**config.mk**
```make
export PLATFORM = sky130hd
export DESIGN_NAME = return_stack_ctrl
export DESIGN_NICKNAME = d
export VERILOG_FILES = /design/src/rtl/return_stack_ctrl.sv
export SDC_FILE = /design/constraint.sdc
export NUM_CORES = 1
export LEC_CHECK = 0
export BUFFER_PORTS_ARGS = -buffer_cell sky130_fd_sc_hd__buf_2
export CORE_MARGIN = 5
export CORE_UTILIZATION = 50
export CTS_CLUSTER_DIAMETER = 30
export DETAILED_ROUTE_END_ITERATION = 10
export HOLD_SLACK_MARGIN = 0.06
export PLACE_DENSITY = 0.69
export RECOVER_POWER = 50
export SYNTH_ARGS = -nofsm -noshare
export SYNTH_HDL_FRONTEND = slang
export SYNTH_SLANG_ARGS = --single-unit
```
**constraint.sdc**
```tcl
create_clock -name clk -period 7.7 [get_ports clk]
set_input_delay 0.385 -clock clk [delete_from_list [all_inputs] [get_ports clk]]
set_output_delay 0.385 -clock clk [all_outputs]
set_load 0.03 [all_outputs]
```
**src/rtl/return_stack_ctrl.sv**
```systemverilog
// Hardware return-address stack: circular register array with occupancy, full/empty and sticky error flags.
// Optional macro RETURN_STACK_WRAP_EN: a push while full overwrites the oldest entry instead of being dropped.
module return_stack_ctrl #(
  parameter int ADDR_W = 12,
  parameter int DEPTH  = 8
) (
  input  logic                         clk,
  input  logic                         rst,
  input  logic                         push,
  input  logic                         pop,
  input  logic [ADDR_W-1:0]            push_addr,
  input  logic                         err_clr,
  output logic [ADDR_W-1:0]            top_addr,
  output logic [$clog2(DEPTH):0]       count,
  output logic                         empty,
  output logic                         full,
  output logic                         overflow,
  output logic                         underflow
);

  localparam int PTR_W = $clog2(DEPTH);
  localparam logic [PTR_W:0]   FULL_CNT = (PTR_W+1)'(DEPTH);
  localparam logic [PTR_W:0]   CNT_ONE  = (PTR_W+1)'(1);
  localparam logic [PTR_W-1:0] PTR_ONE  = PTR_W'(1);

  logic [ADDR_W-1:0] mem_q [DEPTH];
  logic [PTR_W-1:0]  sp_q, sp_d;
  logic [PTR_W:0]    count_q, count_d;
  logic              overflow_q, overflow_d;
  logic              underflow_q, underflow_d;
  logic [PTR_W-1:0]  top_idx;
  logic [PTR_W-1:0]  wr_idx;
  logic              wr_en;

  assign top_idx   = sp_q - PTR_ONE;
  assign empty     = (count_q == '0);
  assign full      = (count_q == FULL_CNT);
  assign count     = count_q;
  assign overflow  = overflow_q;
  assign underflow = underflow_q;
  assign top_addr  = empty ? '0 : mem_q[top_idx];

  always_comb begin
    sp_d        = sp_q;
    count_d     = count_q;
    overflow_d  = overflow_q  & ~err_clr;
    underflow_d = underflow_q & ~err_clr;
    wr_en       = 1'b0;
    wr_idx      = sp_q;
    unique case ({push, pop})
      2'b10: begin
        if (!full) begin
          wr_en   = 1'b1;
          sp_d    = sp_q + PTR_ONE;
          count_d = count_q + CNT_ONE;
        end else begin
          overflow_d = 1'b1;
`ifdef RETURN_STACK_WRAP_EN
          // sp doubles as the oldest slot when full, so overwrite there and advance
          wr_en = 1'b1;
          sp_d  = sp_q + PTR_ONE;
`endif
        end
      end
      2'b01: begin
        if (!empty) begin
          sp_d    = sp_q - PTR_ONE;
          count_d = count_q - CNT_ONE;
        end else begin
          underflow_d = 1'b1;
        end
      end
      2'b11: begin
        wr_en = 1'b1;
        if (!empty) begin
          wr_idx = top_idx;
        end else begin
          sp_d        = sp_q + PTR_ONE;
          count_d     = count_q + CNT_ONE;
          underflow_d = 1'b1;
        end
      end
      default: ;
    endcase
    if (rst) wr_en = 1'b0;
  end

  always_ff @(posedge clk or posedge rst) begin
    if (rst) begin
      sp_q        <= '0;
      count_q     <= '0;
      overflow_q  <= 1'b0;
      underflow_q <= 1'b0;
    end else begin
      sp_q        <= sp_d;
      count_q     <= count_d;
      overflow_q  <= overflow_d;
      underflow_q <= underflow_d;
    end
  end

  // Storage is deliberately not reset; count gates visibility of stale entries.
  always_ff @(posedge clk) begin
    if (wr_en) mem_q[wr_idx] <= push_addr;
  end

endmodule

```
==> flow_summary.json, run 1 <==
{
  "fin_crit_sh_pct": 53.2,
  "clkSlewWorstSetupHoldPaths_ns": 0.10,
  "p_per_area_nw_per_um2": 427,
  "gr-total-overflow": 0,
  "wirelength_mm": 9.21,
  "cp.depth": 6,
  "synth_top_cell_by_area": "edfxtp_1",
  "first_pass_iters": 4,
  "ys_warn_count": 0,
  "synth_top_area_share_pct": 65.3,
  "async_flop_share_pct": 8.57,
  "reg2reg_from": "sp_q[0]$_DFFE_PP0P_",
  "core_area_um2": 8680,
  "grt_max_degree": 30,
  "post-route-min-period_ns": 4.10,
  "post_cts_buffers": 0,
  "first_global_vias": 2466,
  "cts_made_buffers": 9,
  "syn_nets": 286,
  "vias": 2421,
  "cp_data_arrival_time_ns": 3.71,
  "die_x_um": 104,
  "skew_ns": 0.0112,
  "whs_ns": 0.212,
  "drive_gt1_share_pct": 20.7,
  "cp_slowest_cell": "ha_1",
  "hold-path-cell-count": 2,
  "cts.sinks": 105,
  "ys_seq_area_share_pct": 70.4,
  "die_y_um": 104,
  "drt-initial-drc-count": 198,
  "initial_core_util_pct": 50.9,
  "dpl.hpwl_mm": 6.07,
  "ys_seq_elements": 105,
  "synth_common_cells": "96 x edfxtp_1, 31 x nand2_1, 24 x mux4_2, 18 x a21oi_1, 14 x nor2_1",
  "critPathCaptureType": "output port",
  "clockBufferDepth": 2,
  "wl_per_cell_um": 22.4,
  "synthDistinctLibCells": 37,
  "synth_cells": 266,
  "worstReg2RegEnd": "mem_q[2][2]$_DFFE_PP_",
  "rows": 34,
  "critPathRequiredTime_ns": 7.32,
  "ys_top_cells_by_area": "edfxtp_1 65%, mux4_2 12%, dfrtp_1 5.1%, nand2_1 2.6%, a21oi_1 2.0%",
  "maxSlewHeadroom_pct": 16.1,
  "root_buffer": "clkbuf_8",
  "tightestPinTransition_ns": 1.25,
  "tns_ns": 0,
  "hp-class": "in -> reg",
  "postLayoutCellArea_um2": 4880,
  "synthFlopType": "edfxtp_1",
  "rsz0062_at_grt": "no",
  "reg2reg_slack_ns": 3.72,
  "dpl_cell_area_um2": 4650,
  "ir_worst_vdd_mv": 0.182,
  "max_freq_mhz": 244,
  "area_delta_synth_final_pct": 10.6,
  "synth_edf_count": 96,
  "hold_violations": 0,
  "crit_start": "sp_q[0]$_DFFE_PP0P_",
  "p_leak_uw": 0.00162,
  "syn_area_per_cell_um2": 16.6,
  "antenna_found_initial": 0,
  "diodes": 0,
  "io-pin-count": 37,
  "cap_violations": 0,
  "crit_fanout": 29,
  "post-route-drc-count": 0,
  "synth_most_common_cell": "edfxtp_1",
  "dieArea_um2": 10800,
  "path_cells": "inv_1, ha_1, mux4_2, nand2_1, a21oi_1, buf_2",
  "crit_family": "adder cells",
  "r2r_cells": 5,
  "grt_pass1_wl_mm": 14.5,
  "cpPeakStageDelay_ns": 1.18,
  "status": "complete, no violations",
  "insertion_delay_ns": 0.37,
  "crit_path_start_kind": "register",
  "setup_violations": 0,
  "port_buffers": 36,
  "gp_congestion": 0.759,
  "path_class": "reg -> out",
  "grt.total_usage_pct": 17.7,
  "crit_buf_inv": 2,
  "cts_tree": "yes",
  "maxSlewViolCount": 0,
  "critPathCapture": "top_addr[1]",
  "vias_per_cell": 5.88,
  "ant_nets": 0,
  "cts.htree.levels": 3,
  "nNetsFinal": 319,
  "netlist_area_um2": 4420
}
-- cells by family after synthesis --
kind of cell / Yosys count / synth area share [%]
buf+inv: 26 / 2.83
simple gates: 60 / 6.15
compound gates: 41 / 6.09
mux: 26 / 12.7
flops: 105 / 70.4
fa+ha+maj: 3 / 0.850
xor+xnor: 5 / 0.992
-- registers in the layout, indices dropped and copies added, names as in the netlist --
signal / cells
sp_q: 3
count: 4
overflow: 1
underflow: 1
mem_q: 96
-- worst min-delay path by stage --
| stage | endpoint | slack, ns | from |
|---|---|---|---|
| after floorplan | count[0]$_DFFE_PP0P_ | 0.22 | rst |
| after global routing | overflow$_DFF_PP0_ | 0.20 | err_clr |
| after detailed placement | overflow$_DFF_PP0_ | 0.38 | rst |
| after global placement | overflow$_DFF_PP0_ | 0.38 | rst |
| after CTS | overflow$_DFF_PP0_ | 0.20 | err_clr |
| final | overflow$_DFF_PP0_ | 0.21 | err_clr |
-- cell usage in the layout (no fill, tap or decap), drive strengths merged --
cell type    instances
nand2b               4
nor2                14
nand2               31
buf                 18
or3                  1
nor3                 2
a211o                2
bufinv               3
mux2i                2
nor3b                1
or4                  1
xor2                 1
and2                 1
o311a                1
or4b                 1
a311oi               4
inv                 10
edfxtp              96
clkinvlp             2
a41oi                1
o21ai                4
a2bb2oi              1
xnor2                4
dlygate4sd3          1
o22ai                1
a32oi                1
and3                 1
ha                   3
clkinv               2
a211oi               1
dfrtp                9
nor4                 1
nand3                2
a21oi               18
mux4                24
clkbuf              28
a31oi                7
-- metal layers --
layer	vias to the layer above	GRT usage [%]	routed length (um)
li1	1102	-	-
met3	9	3.66	641
met4	0	6.01	114
met1	1219	24.9	3860
met2	91	27.6	4600
met5	-	0	0
-- stage by stage --
| step | instances | utilization (%) | setup WS, ns | total power (uW) |
|---|---|---|---|---|
| 3_5_place_dp | 395 | 53.6 | 3.65 | 1700 |
| 5_1_grt | 412 | 56.3 | 3.30 | 2190 |
| 4_1_cts | 412 | 56.6 | 3.54 | 2110 |
| 2_1_floorplan | 266 | - | 4.73 | 1460 |
| 6_report | 412 | 56.3 | 3.60 | 2080 |
| 3_3_place_gp | 395 | 53.6 | 3.60 | 1700 |
-- power breakdown --
part | internal, uW | switching (uW) | leakage, uW
logic | 339 | 565 | 0.000520
registers | 689 | 78.6 | 0.000977
clock network | 219 | 192 | 0.000120
total | 1250 | 836 | 0.00162
-- timing repair --
item / in CTS / in global routing
endpoints found under the hold margin: 9 / 0
gates resized for setup: 0 / 0
hold buffers: 1 / 0
-- area by class of cell --
cell class                      instances  area (um^2)
Inverter                               10         38.8
Timing Repair Buffer                   38          174
Multi-Input combinational cell        135         1180
Fill cell                             696         3790
Clock inverter                          7          124
Tap cell                              108          135
Clock buffer                            9          124
Sequential cell                       105         3110
Note: power is estimated with default switching activity, not from simulation.
==> run 2, diff against run 1 <==
- clock period: 7.7 -> 4 ns (I/O delays scaled with it)
==> flow_summary.json, run 2 (same netlist as run 1, synthesis figures left out) <==
{
  "crit_start": "count[0]$_DFFE_PP0P_",
  "grt_max_degree": 29,
  "path_cells": "or4_4, clkinvlp_2, mux2i_1, a211o_1, nor2_1, buf_4",
  "cts_made_buffers": 9,
  "fill_cells": 693,
  "maxSlewViolCount": 0,
  "core_area_um2": 8680,
  "post-route-util_pct": 57.3,
  "drt-initial-drc-count": 166,
  "wl_per_cell_um": 19.8,
  "p_leak_uw": 0.00169,
  "top_usage_layer": "met2",
  "port_buffers": 36,
  "cpPeakStageDelay_ns": 0.65,
  "crit_path_start_kind": "register",
  "rows": 34,
  "grt_util_met1_pct": 22.1,
  "pre_cts_ws_ns": 1.10,
  "path_class": "reg -> reg",
  "cp_slowest_cell": "or4_4",
  "cts.repair.resized": 0,
  "root_buffer": "clkbuf_8",
  "largest_register_ffs": 96,
  "dieArea_um2": 10800,
  "use_met2_pct": 26.5,
  "final_cell_mix": "96 x edfxtp_1, 31 x nand2_1, 24 x mux4_2",
  "grt.total_usage_pct": 16.5,
  "critPathCaptureType": "register",
  "whs_ns": 0.163,
  "cp_data_arrival_time_ns": 3.39,
  "setup_violations": 0,
  "max_freq_mhz": 302,
  "initial_core_util_pct": 50.9,
  "crit_fanout": 22,
  "cts.htree.levels": 3,
  "die_x_um": 104,
  "gr-total-overflow": 0,
  "area_delta_synth_final_pct": 12.6,
  "first_pass_iters": 4,
  "first_global_vias": 2528,
  "regMostFlops": "mem_q",
  "tightestPinTransition_ns": 0.881,
  "tns_ns": 0,
  "insertion_delay_ns": 0.37,
  "dpl.hpwl_mm": 5.75,
  "post-route-drc-count": 0,
  "cap_violations": 0,
  "diodes": 0,
  "ant_nets": 0,
  "hold_violations": 0,
  "status": "complete, no violations",
  "die_y_um": 104,
  "vias": 2477,
  "finalWorstSetupSlack_ns": 0.693,
  "fin_crit_sh_pct": 82.7,
  "antenna_found_initial": 0,
  "grt_pass1_wl_mm": 13.9,
  "critPathRequiredTime_ns": 4.08,
  "p_per_area_nw_per_um2": 798,
  "vias_per_cell": 5.79,
  "clockBufferDepth": 2,
  "drive_gt1_share_pct": 24.7,
  "maxSlewHeadroom_pct": 40.9,
  "grtUsageMet3_pct": 4.90,
  "post-route-min-period_ns": 3.31,
  "cts_tree": "yes",
  "nNetsFinal": 335,
  "rsz0062_at_grt": "no",
  "cts.sinks": 105,
  "gp_congestion": 0.767,
  "reg2reg_from": "count[0]$_DFFE_PP0P_",
  "hp-class": "in -> reg",
  "ir_worst_vdd_mv": 0.400,
  "post_cts_buffers": 0,
  "min_from": "push_addr[2]",
  "clkSlewWorstSetupHoldPaths_ns": 0.11,
  "mostFrequentLayoutCell": "edfxtp_1",
  "wirelength_mm": 8.50,
  "skew_ns": 0.0129,
  "io-pin-count": 37
}
[run 2: cell types whose count changed in the layout (fill, tap and decap cells not counted)]
cell / before / now
clkinv_8: 0 / 2
bufinv_16: 3 / 0
inv_12: 0 / 1
clkbuf_1: 19 / 18
dlygate4sd3_1: 1 / 2
inv_8: 0 / 3
clkinv_4: 1 / 0
buf_2: 17 / 18
buf_4: 1 / 16
inv_6: 2 / 0
[run 2: timing repair]
item                                    CTS  global route
hold buffers                              2             0
endpoints found under the setup margin    0             0
endpoints found under the hold margin    11             0
[run 2: area by class of cell]
class	count	area (um^2)	share of cell area, %
Clock buffer	9	124	2.49
Multi-Input combinational cell	135	1180	23.7
Timing Repair Buffer	54	298	5.99
Sequential cell	105	3110	62.5
Inverter	10	38.8	0.780
Clock inverter	7	90.1	1.81
Tap cell	108	135	2.72
[run 2: layer usage]
metal  up-vias  wire (um)
li1       1133          -
met1      1248       3690
met2        87       4250
met3         9        483
met4         0         78
met5         -          0
[run 2: path summary, 6_finish.rpt]
path,to,cells after the start,slack (ns)
worst min register to register,overflow$_DFF_PP0_,2,0.53
worst min-delay path,mem_q[4][2]$_DFFE_PP_,1,0.16
worst max register to register,mem_q[5][10]$_DFFE_PP_,6,0.69
min in group asynchronous,overflow$_DFF_PP0_,3,0.33
max in group asynchronous,sp_q[0]$_DFFE_PP0P_,3,3.36
worst max-delay path,mem_q[5][10]$_DFFE_PP_,6,0.69
[run 2: report_power, final]
group	switching [uW]	internal [uW]	total (uW)
Sequential	69.4	1320	1390
Combinational	1190	709	1900
Clock	417	258	675
[run 2: metrics by stage]
| stage | total power [uW] | instance area (um^2) | instances |
|---|---|---|---|
| 6_report | 3970 | 4970 | 428 |
| 4_1_cts | 4010 | 5000 | 428 |
| 5_1_grt | 4210 | 4970 | 428 |
| 2_1_floorplan | 2800 | 4420 | 266 |
| 3_5_place_dp | 3340 | 4770 | 410 |
| 3_3_place_gp | 3330 | 4770 | 410 |
[run 2: worst max-delay path, delay by kind of cell (launching register included)]
family / cells / cell delay [ns]
AO/OA/AOI/OAI: 1 / 0.38
flip-flops: 1 / 0.48
multiplexers: 1 / 0.21
AND/OR/NAND/NOR: 2 / 1.05
buffers and inverters: 2 / 0.88
